<file path="src/rtl/pb_job_engine_if.sv">
// rtl/pb_job_engine_if.sv - job register port and byte-wide memory port of one packet builder
interface pb_job_engine_if #(
    parameter int AW = 32
);
    logic          start;
    logic [AW-1:0] addr_in;
    logic [AW-1:0] addr_out;
    logic [3:0]    byte_cnt;
    logic [3:0]    pkt_type;
    logic          crc_en;
    logic          ins_crc_err;
    logic          busy;
    logic          irq;
    logic [7:0]    crc_val;

    logic          rd_req;
    logic [AW-1:0] rd_addr;
    logic          rd_ack;
    logic [7:0]    rd_data;
    logic          wr_req;
    logic [AW-1:0] wr_addr;
    logic [7:0]    wr_data;
    logic          wr_ack;

    modport slave (
        input  start, addr_in, addr_out, byte_cnt, pkt_type, crc_en, ins_crc_err,
        output busy, irq, crc_val,
        output rd_req, rd_addr,
        input  rd_ack, rd_data,
        output wr_req, wr_addr, wr_data,
        input  wr_ack
    );

    modport master (
        output start, addr_in, addr_out, byte_cnt, pkt_type, crc_en, ins_crc_err,
        input  busy, irq, crc_val,
        input  rd_req, rd_addr,
        output rd_ack, rd_data,
        input  wr_req, wr_addr, wr_data,
        output wr_ack
    );
endinterface

</file>
<file path="src/rtl/pb_job_engine.sv">
// rtl/pb_job_engine.sv - packet builder job engine: header, copied data bytes, optional CRC8
module pb_job_engine #(
    parameter int AW = 32
) (
    input  logic              clk,
    input  logic              reset,
    pb_job_engine_if.slave    bus
);
    typedef enum logic [2:0] {IDLE, HDR, RD, WR, CRC, DONE} state_t;

    state_t        st;
    logic [AW-1:0] j_ain;
    logic [AW-1:0] j_aout;
    logic [3:0]    j_cnt;
    logic [3:0]    j_type;
    logic          j_crc_en;
    logic          j_err;
    logic [3:0]    idx;
    logic [7:0]    crc;
    logic [7:0]    dbuf;

    function automatic logic [7:0] crc8_step(input logic [7:0] c, input logic [7:0] d);
        logic [7:0] r;
        r = c ^ d;
        for (int k = 0; k < 8; k++) begin
            r = r[7] ? ({r[6:0], 1'b0} ^ 8'h07) : {r[6:0], 1'b0};
        end
        return r;
    endfunction

    // Every memory beat follows the same pattern: raise req on the first cycle in the
    // state, then drop it and move on in the cycle the ack arrives.
    always_ff @(posedge clk or posedge reset) begin
        if (reset) begin
            st          <= IDLE;
            j_ain       <= '0;
            j_aout      <= '0;
            j_cnt       <= '0;
            j_type      <= '0;
            j_crc_en    <= 1'b0;
            j_err       <= 1'b0;
            idx         <= '0;
            crc         <= '0;
            dbuf        <= '0;
            bus.busy    <= 1'b0;
            bus.irq     <= 1'b0;
            bus.crc_val <= '0;
            bus.rd_req  <= 1'b0;
            bus.rd_addr <= '0;
            bus.wr_req  <= 1'b0;
            bus.wr_addr <= '0;
            bus.wr_data <= '0;
        end else begin
            case (st)
                IDLE: begin
                    bus.irq <= 1'b0;
                    if (bus.start) begin
                        j_ain    <= bus.addr_in;
                        j_aout   <= bus.addr_out;
                        j_cnt    <= bus.byte_cnt;
                        j_type   <= bus.pkt_type;
                        j_crc_en <= bus.crc_en;
                        j_err    <= bus.ins_crc_err;
                        bus.busy <= 1'b1;
                        st       <= HDR;
                    end
                end
                HDR: begin
                    if (!bus.wr_req) begin
                        bus.wr_req  <= 1'b1;
                        bus.wr_addr <= j_aout;
                        bus.wr_data <= {j_type, j_cnt};
                    end else if (bus.wr_ack) begin
                        bus.wr_req <= 1'b0;
                        crc        <= crc8_step(8'h00, {j_type, j_cnt});
                        idx        <= '0;
                        st         <= RD;
                    end
                end
                RD: begin
                    if (!bus.rd_req) begin
                        bus.rd_req  <= 1'b1;
                        bus.rd_addr <= j_ain + AW'(idx);
                    end else if (bus.rd_ack) begin
                        bus.rd_req <= 1'b0;
                        dbuf       <= bus.rd_data;
                        crc        <= crc8_step(crc, bus.rd_data);
                        st         <= WR;
                    end
                end
                WR: begin
                    if (!bus.wr_req) begin
                        bus.wr_req  <= 1'b1;
                        bus.wr_addr <= j_aout + AW'(idx) + AW'(1);
                        bus.wr_data <= dbuf;
                    end else if (bus.wr_ack) begin
                        bus.wr_req <= 1'b0;
                        if (idx != j_cnt) begin
                            idx <= idx + 4'd1;
                            st  <= RD;
                        end else if (j_crc_en) begin
                            st <= CRC;
                        end else begin
                            bus.irq  <= 1'b1;
                            bus.busy <= 1'b0;
                            st       <= DONE;
                        end
                    end
                end
                CRC: begin
                    if (!bus.wr_req) begin
                        bus.wr_req  <= 1'b1;
                        bus.wr_addr <= j_aout + AW'(j_cnt) + AW'(2);
                        bus.wr_data <= crc ^ {7'b0, j_err};
                    end else if (bus.wr_ack) begin
                        bus.wr_req  <= 1'b0;
                        bus.crc_val <= bus.wr_data;
                        bus.irq     <= 1'b1;
                        bus.busy    <= 1'b0;
                        st          <= DONE;
                    end
                end
                DONE: begin
                    bus.irq <= 1'b0;
                    st      <= IDLE;
                end
                default: st <= IDLE;
            endcase
        end
    end
endmodule

</file>
<file path="src/flat_wrapper.sv">
// flat-port wrapper written by rule: the top's interface ports become plain ports
module pb_job_engine_flat 
#(
    parameter int AW = 32
)
  (clk, reset, bus_start, bus_addr_in, bus_addr_out, bus_byte_cnt, bus_pkt_type, bus_crc_en, bus_ins_crc_err, bus_busy, bus_irq, bus_crc_val, bus_rd_req, bus_rd_addr, bus_rd_ack, bus_rd_data, bus_wr_req, bus_wr_addr, bus_wr_data, bus_wr_ack);
  pb_job_engine_if #(.AW(AW)) bus_i ();
  input  logic clk;
  input  logic reset;
  input wire logic [$bits(bus_i.start)-1:0] bus_start;
  input wire logic [$bits(bus_i.addr_in)-1:0] bus_addr_in;
  input wire logic [$bits(bus_i.addr_out)-1:0] bus_addr_out;
  input wire logic [$bits(bus_i.byte_cnt)-1:0] bus_byte_cnt;
  input wire logic [$bits(bus_i.pkt_type)-1:0] bus_pkt_type;
  input wire logic [$bits(bus_i.crc_en)-1:0] bus_crc_en;
  input wire logic [$bits(bus_i.ins_crc_err)-1:0] bus_ins_crc_err;
  output wire logic [$bits(bus_i.busy)-1:0] bus_busy;
  output wire logic [$bits(bus_i.irq)-1:0] bus_irq;
  output wire logic [$bits(bus_i.crc_val)-1:0] bus_crc_val;
  output wire logic [$bits(bus_i.rd_req)-1:0] bus_rd_req;
  output wire logic [$bits(bus_i.rd_addr)-1:0] bus_rd_addr;
  input wire logic [$bits(bus_i.rd_ack)-1:0] bus_rd_ack;
  input wire logic [$bits(bus_i.rd_data)-1:0] bus_rd_data;
  output wire logic [$bits(bus_i.wr_req)-1:0] bus_wr_req;
  output wire logic [$bits(bus_i.wr_addr)-1:0] bus_wr_addr;
  output wire logic [$bits(bus_i.wr_data)-1:0] bus_wr_data;
  input wire logic [$bits(bus_i.wr_ack)-1:0] bus_wr_ack;
  assign bus_i.start = bus_start;
  assign bus_i.addr_in = bus_addr_in;
  assign bus_i.addr_out = bus_addr_out;
  assign bus_i.byte_cnt = bus_byte_cnt;
  assign bus_i.pkt_type = bus_pkt_type;
  assign bus_i.crc_en = bus_crc_en;
  assign bus_i.ins_crc_err = bus_ins_crc_err;
  assign bus_busy = bus_i.busy;
  assign bus_irq = bus_i.irq;
  assign bus_crc_val = bus_i.crc_val;
  assign bus_rd_req = bus_i.rd_req;
  assign bus_rd_addr = bus_i.rd_addr;
  assign bus_i.rd_ack = bus_rd_ack;
  assign bus_i.rd_data = bus_rd_data;
  assign bus_wr_req = bus_i.wr_req;
  assign bus_wr_addr = bus_i.wr_addr;
  assign bus_wr_data = bus_i.wr_data;
  assign bus_i.wr_ack = bus_wr_ack;
  pb_job_engine #(.AW(AW)) u_core (.clk(clk), .reset(reset), .bus(bus_i));
endmodule
</file>
<file path="config.mk">
export PLATFORM = sky130hd
export DESIGN_NAME = pb_job_engine_flat
export DESIGN_NICKNAME = d
export VERILOG_FILES = /design/src/rtl/pb_job_engine_if.sv /design/src/rtl/pb_job_engine.sv /design/src/flat_wrapper.sv
export SDC_FILE = /design/constraint.sdc
export NUM_CORES = 1
export LEC_CHECK = 0
export CAP_MARGIN = 5
export CORE_MARGIN = 3
export CORE_UTILIZATION = 45
export DETAILED_ROUTE_END_ITERATION = 10
export DONT_BUFFER_PORTS = 1
export GPL_TIMING_DRIVEN = 0
export HOLD_SLACK_MARGIN = 0.15
export PLACE_DENSITY = 0.57
export SLEW_MARGIN = 0
export SYNTH_ARGS = -nofsm -noshare
export SYNTH_HDL_FRONTEND = slang
export SYNTH_SLANG_ARGS = --single-unit
</file>
<file path="constraint.sdc">
create_clock -name clk -period 11 [get_ports clk]
set_clock_uncertainty 0.05 [all_clocks]
set_input_delay 1.1 -clock clk [delete_from_list [all_inputs] [get_ports clk]]
set_output_delay 1.1 -clock clk [all_outputs]
set_load 0.005 [all_outputs]
</file>
# Word level (Yosys, flattened, before mapping)
# Index checks and enable logic that the tools add are counted.
# op_classes
n_reduce_logical	18
n_eq_ne	21
addsub	6
mux	66
bitwise_logic	19
# op_table
op	n
$add A32 B4 Y32	3
$mux W32	3
$pmux W32 S3	1
$mux W3	26
$mux W8	7
$not A3 Y3	16
$add A32 B1 Y32 const B	1
$add A32 B2 Y32 const B	1
$pmux W8 S3	1
$mux W4	5
$ne A2 B2 Y1 const B	10
$mux W1	18
$pmux W8 S2	1
$pmux W3 S5	1
$ne A2 B1 Y1 const B	5
$reduce_and A9 Y1	1
$reduce_bool A3 Y1	3
$pmux W4 S2	1
$reduce_and A8 Y1	1
$xor A8 B1 Y8	1
$xor A8 B8 Y8	1
$reduce_and A7 Y1	1
$eq A3 B2 Y1 const B	2
$eq A3 B3 Y1 const B	2
other kinds (14)	18
# word_totals
inputBits	87
out_inout_bits	84
regBits	181

# Depth between registers and ports, before layout
# logic_depth
depth_word	20
ltp_mapped	13

# Worst setup path after synthesis
# Ideal clock, no wire load.
# synth_timing
path_type	register -> register
startpoint	reg u_core.j_cnt[1]
endpoint	reg u_core.bus.wr_addr[21]
arrival_ns	2.454
path_stages_with_launch	14
slack_ns	8.376
path_buffers	1
setup_time_ns	0.120
path_cell_list	dfrtp_1 -> inv_1 -> ha_1 -> inv_1 -> ha_1 -> inv_1 -> fa_1 -> nor2b_1 -> o21a_1 -> o21ai_1 -> clkbuf_1 -> a21oi_1 -> o22ai_1 -> a31o_2
# synth_via
elab_chain_len	4
# synth_lines
item	line_no	text
start: declaration	pb_job_engine.sv:14	logic [3:0] j_cnt;
start signal: assignment	pb_job_engine.sv:60	j_cnt <= bus.byte_cnt;
$add A32 B4 Y32	pb_job_engine.sv:113	bus.wr_addr <= j_aout + AW'(j_cnt) + AW'(2);
$add A32 B2 Y32	pb_job_engine.sv:113	
$mux W32	pb_job_engine.sv:111	if (!bus.wr_req) begin
$pmux W32 S3	pb_job_engine.sv:54	case (st)
end signal: assignment	pb_job_engine.sv:71	bus.wr_addr <= j_aout;
end signal: assignment	pb_job_engine.sv:94	bus.wr_addr <= j_aout + AW'(idx) + AW'(1);
end signal: assignment	pb_job_engine.sv:113	
end: declaration	pb_job_engine_if.sv:30	output wr_req, wr_addr, wr_data,
# Every way passes these cells. The select of a mux whose other input is x is not followed.
# A chain may end at the register's enable or synchronous reset.

# Worst setup path in the final report
# layout_timing
startpoint	reg u_core.j_cnt[1]
endpoint	reg u_core.bus.wr_addr[27]
# Same word-level chain as after synthesis.

==> out/results.txt <==
Crit share post-route: 0.279
CP Launch Type: register
PostCTS Resize Cnt: 0
# Max-Cap Violations: 0
Area grow syn2layout: 10.5%
Fin crit period: 3.07 ns
First-pass GRT wire length: 36,200 um
Gr usage total: 0.210
DR pass1 iterations: 5
Initial drt markers: 327
I/O pin count: 171
DR vias/cell: 5.41
Crit path cell chain: inv_1, ha_1, inv_1, ha_1, inv_1, fa_1, nor2b_1, o21a_1, o21ai_1, clkbuf_1, a21oi_1, xnor2_1, a21oi_1
Most used DFF post-synth: dfrtp_1
Initial antenna violation count: 6
Yosys top cell area share: 0.496
Crit path max-delay cell type: clkbuf_1
Pre-CTS WS: 7.61 ns
Hold Vio Cnt, Final: 0
Num rows: 51
Slowest stage delay, CP: 0.45 ns
Area of the die: 0.0221 mm2
Post-synth EDFFs: 0
Placeable Area: 0.0197 mm2
Gpl congestion: 0.818
Largest net degree at the start of global routing: 92
DP HPWL: 16,800 um
Yosys warns: 0
RSZ-0062 raised after global routing: no
Synth Cell Area: 0.00914 mm2
Clk sinks: 181
Top cells by area, synth: dfrtp_1 (50%), mux2_2 (9.9%), xnor2_1 (6.4%)
Clk_lat worst skew: 0.42 ns
Grt total ovfl: 0
WL/cell: 19.3 um
Fill count: 1,814
Worst hold path class: register to register
Drc violations: 0
Post-synthesis register bit count: 181
Status: completed
Port buffer count: 0
Die Span Y: 149 um
Starting Density: 0.463
Final Slew Violations: 0
Die width: 149 um
Measured slew at the worst slew-check pin: 0.916 ns
Number of global-route vias before repair: 6,411
Worst VDD drop: 142 uV
Syn_area_per_cell: 10.3 um2
Register area share after synthesis: 0.496
Final Setup Violations: 0
ANT nets after route: 0
Ys async rst share: 1.00
Cts hold-fix bufs: 0
Storage cell area: 0.00453 mm2
Crit end category: register
Syn Nets: 995
Via count: 6,420
Clk slew on worst S/H paths: 0.07 ns
Drt total wl: 22,900 um
Post-Syn Instances: 888
Biggest area consumer among synthesized cells: dfrtp_1
Layout Nets: 1,015
CTS Buf Count: 17
Final WS setup: 7.93 ns
Footprint of the multi-input gates: 0.00431 mm2
Highest clock rate: 326 MHz
Largest fanout on the critical path: 10
CTS tree: built
Static Leak: 0.00408 uW
CP dominant cell by count: inv_1
Synth unique cells: 59
CP required: 11.24 ns
CTS root buf: clkbuf_16
Htree depth: 4
Slew margin rel.: 0.385
Post-CTS Setup Bufs: 0
Layout cell share with drive strength beyond 1: 0.155
Setup TNS: 0 ns
Power per cell area: 313 mW/mm2
Setup Crit Path Kind: register to register
Worst EP arrival: 3.30 ns
CTS Buffer Depth: 2
[worst paths after layout]
path,from,cells past startpoint,end,slack [ns]
worst max-delay path,u_core.j_cnt[1]$_DFFE_PP0P_,13,u_core.bus.wr_addr[27]$_DFFE_PP0P_,7.93
worst max register to register,u_core.j_cnt[1]$_DFFE_PP0P_,13,u_core.bus.wr_addr[27]$_DFFE_PP0P_,7.93
worst min register to register,u_core.dbuf[3]$_DFFE_PP0P_,1,u_core.dbuf[3]$_DFFE_PP0P_,0.47
max in group asynchronous,reset,2,u_core.dbuf[3]$_DFFE_PP0P_,9.49
worst min-delay path,u_core.dbuf[3]$_DFFE_PP0P_,1,u_core.dbuf[3]$_DFFE_PP0P_,0.47
min in group asynchronous,reset,1,u_core.j_ain[25]$_DFFE_PP0P_,0.54
[per-layer routing]
metal,up-vias,share of wire,global-route usage
li1,3121,-,-
met1,3116,0.44,0.277
met2,151,0.47,0.333
met3,22,0.085,0.0871
met4,10,0.0064,0.0305
met5,-,0.0032,0
[cell usage after synthesis, drive strengths merged, types with 3 or more instances]
master / n
mux2: 80
buf: 15
and3: 7
dfrtp: 181
nand4: 13
nor2b: 4
xnor2: 67
xor2: 29
nor3: 17
a22oi: 8
o22ai: 10
clkbuf: 31
nor4: 6
inv: 30
a21oi: 62
or3: 3
nor2: 67
fa: 3
nand3: 34
ha: 17
o21ai: 58
o31ai: 3
a31oi: 10
nand2b: 7
nand2: 88
a21o: 4
o21a: 5
[placed cells by master, fill, tap and decap left out, drive strengths merged, types with 2 or more instances in the layout]
| cell type | n |
|---|---|
| dfrtp | 181 |
| nand2 | 88 |
| mux2 | 80 |
| xnor2 | 67 |
| nor2 | 67 |
| a21oi | 62 |
| o21ai | 58 |
| clkbuf | 52 |
| nand3 | 34 |
| inv | 32 |
| xor2 | 29 |
| nor3 | 17 |
| ha | 17 |
| buf | 16 |
| nand4 | 13 |
| a31oi | 10 |
| o22ai | 10 |
| a22oi | 8 |
| nand2b | 7 |
| and3 | 7 |
| nor4 | 6 |
| o21a | 5 |
| clkinv | 5 |
| a21o | 4 |
| nor2b | 4 |
| or3 | 3 |
| o31ai | 3 |
| fa | 3 |
| diode | 2 |
| o211ai | 2 |
| or2 | 2 |
| a211oi | 2 |
| and2 | 2 |
| a221oi | 2 |
| a2111oi | 2 |
| a211o | 2 |
| a21boi | 2 |
| bufinv | 2 |
[where the power goes]
| part | leakage (uW) | switching (uW) | internal (uW) |
|---|---|---|---|
| clock network | 0.000290 | 259 | 354 |
| registers | 0.00217 | 328 | 984 |
| logic | 0.00163 | 657 | 577 |
[per-stage QoR]
step	instances	power (uW)	hold WS (ns)	area, um2	util
after floorplan	888	2230	0.420	9140	-
after global placement	1153	2540	0.441	9470	0.480
after detailed placement	1154	2570	0.449	9510	0.482
after CTS	1185	3190	0.467	10100	0.512
after global routing	1186	3420	0.486	10100	0.512
final	1187	3160	0.466	10100	0.512
[kinds of logic (layout without fill, tap and decap cells)]
logic type	count (synthesis)	after routing	synth area share
other	0	2	0
adder cells (fa/ha/maj)	20	20	0.0298
buffers and inverters	76	108	0.0330
multiplexers	80	80	0.0986
AND/OR/NAND/NOR	257	257	0.135
XOR/XNOR	96	96	0.0920
flip-flops	181	181	0.496
AO/OA/AOI/OAI	178	178	0.116
[sequential cells by signal (all words and copies together), names as in the netlist, 3 cells and up]
signal	flops
u_core.j_ain	32
u_core.st	3
u_core.bus.wr_addr	32
u_core.j_aout	32
u_core.idx	4
u_core.j_type	4
u_core.dbuf	8
u_core.bus.wr_data	8
u_core.bus.crc_val	8
u_core.crc	8
u_core.bus.rd_addr	32
u_core.j_cnt	4
[worst max-delay path: cells and delay by family, from the launching register on]
family                     cells  cell delay (ns)
AOI/OAI and AO/OA              4             0.78
adders and majority gates      3             0.74
buffers and inverters          4             0.69
DFF                            1             0.43
xor gates and xnor gates       1             0.18
and+or+nand+nor                1             0.06
[final cells by class]
type | count | share of cell area
sequential | 181 | 0.448
tap | 265 | 0.0328
antenna | 2 | 0.000495
inverter | 30 | 0.0119
timing repair buffer | 1 | 0.00272
multi-input combinational | 631 | 0.426
clock inverter | 10 | 0.0120
clock buffer | 21 | 0.0466
buffer | 46 | 0.0187
Note: power is estimated with default switching activity, not from simulation.
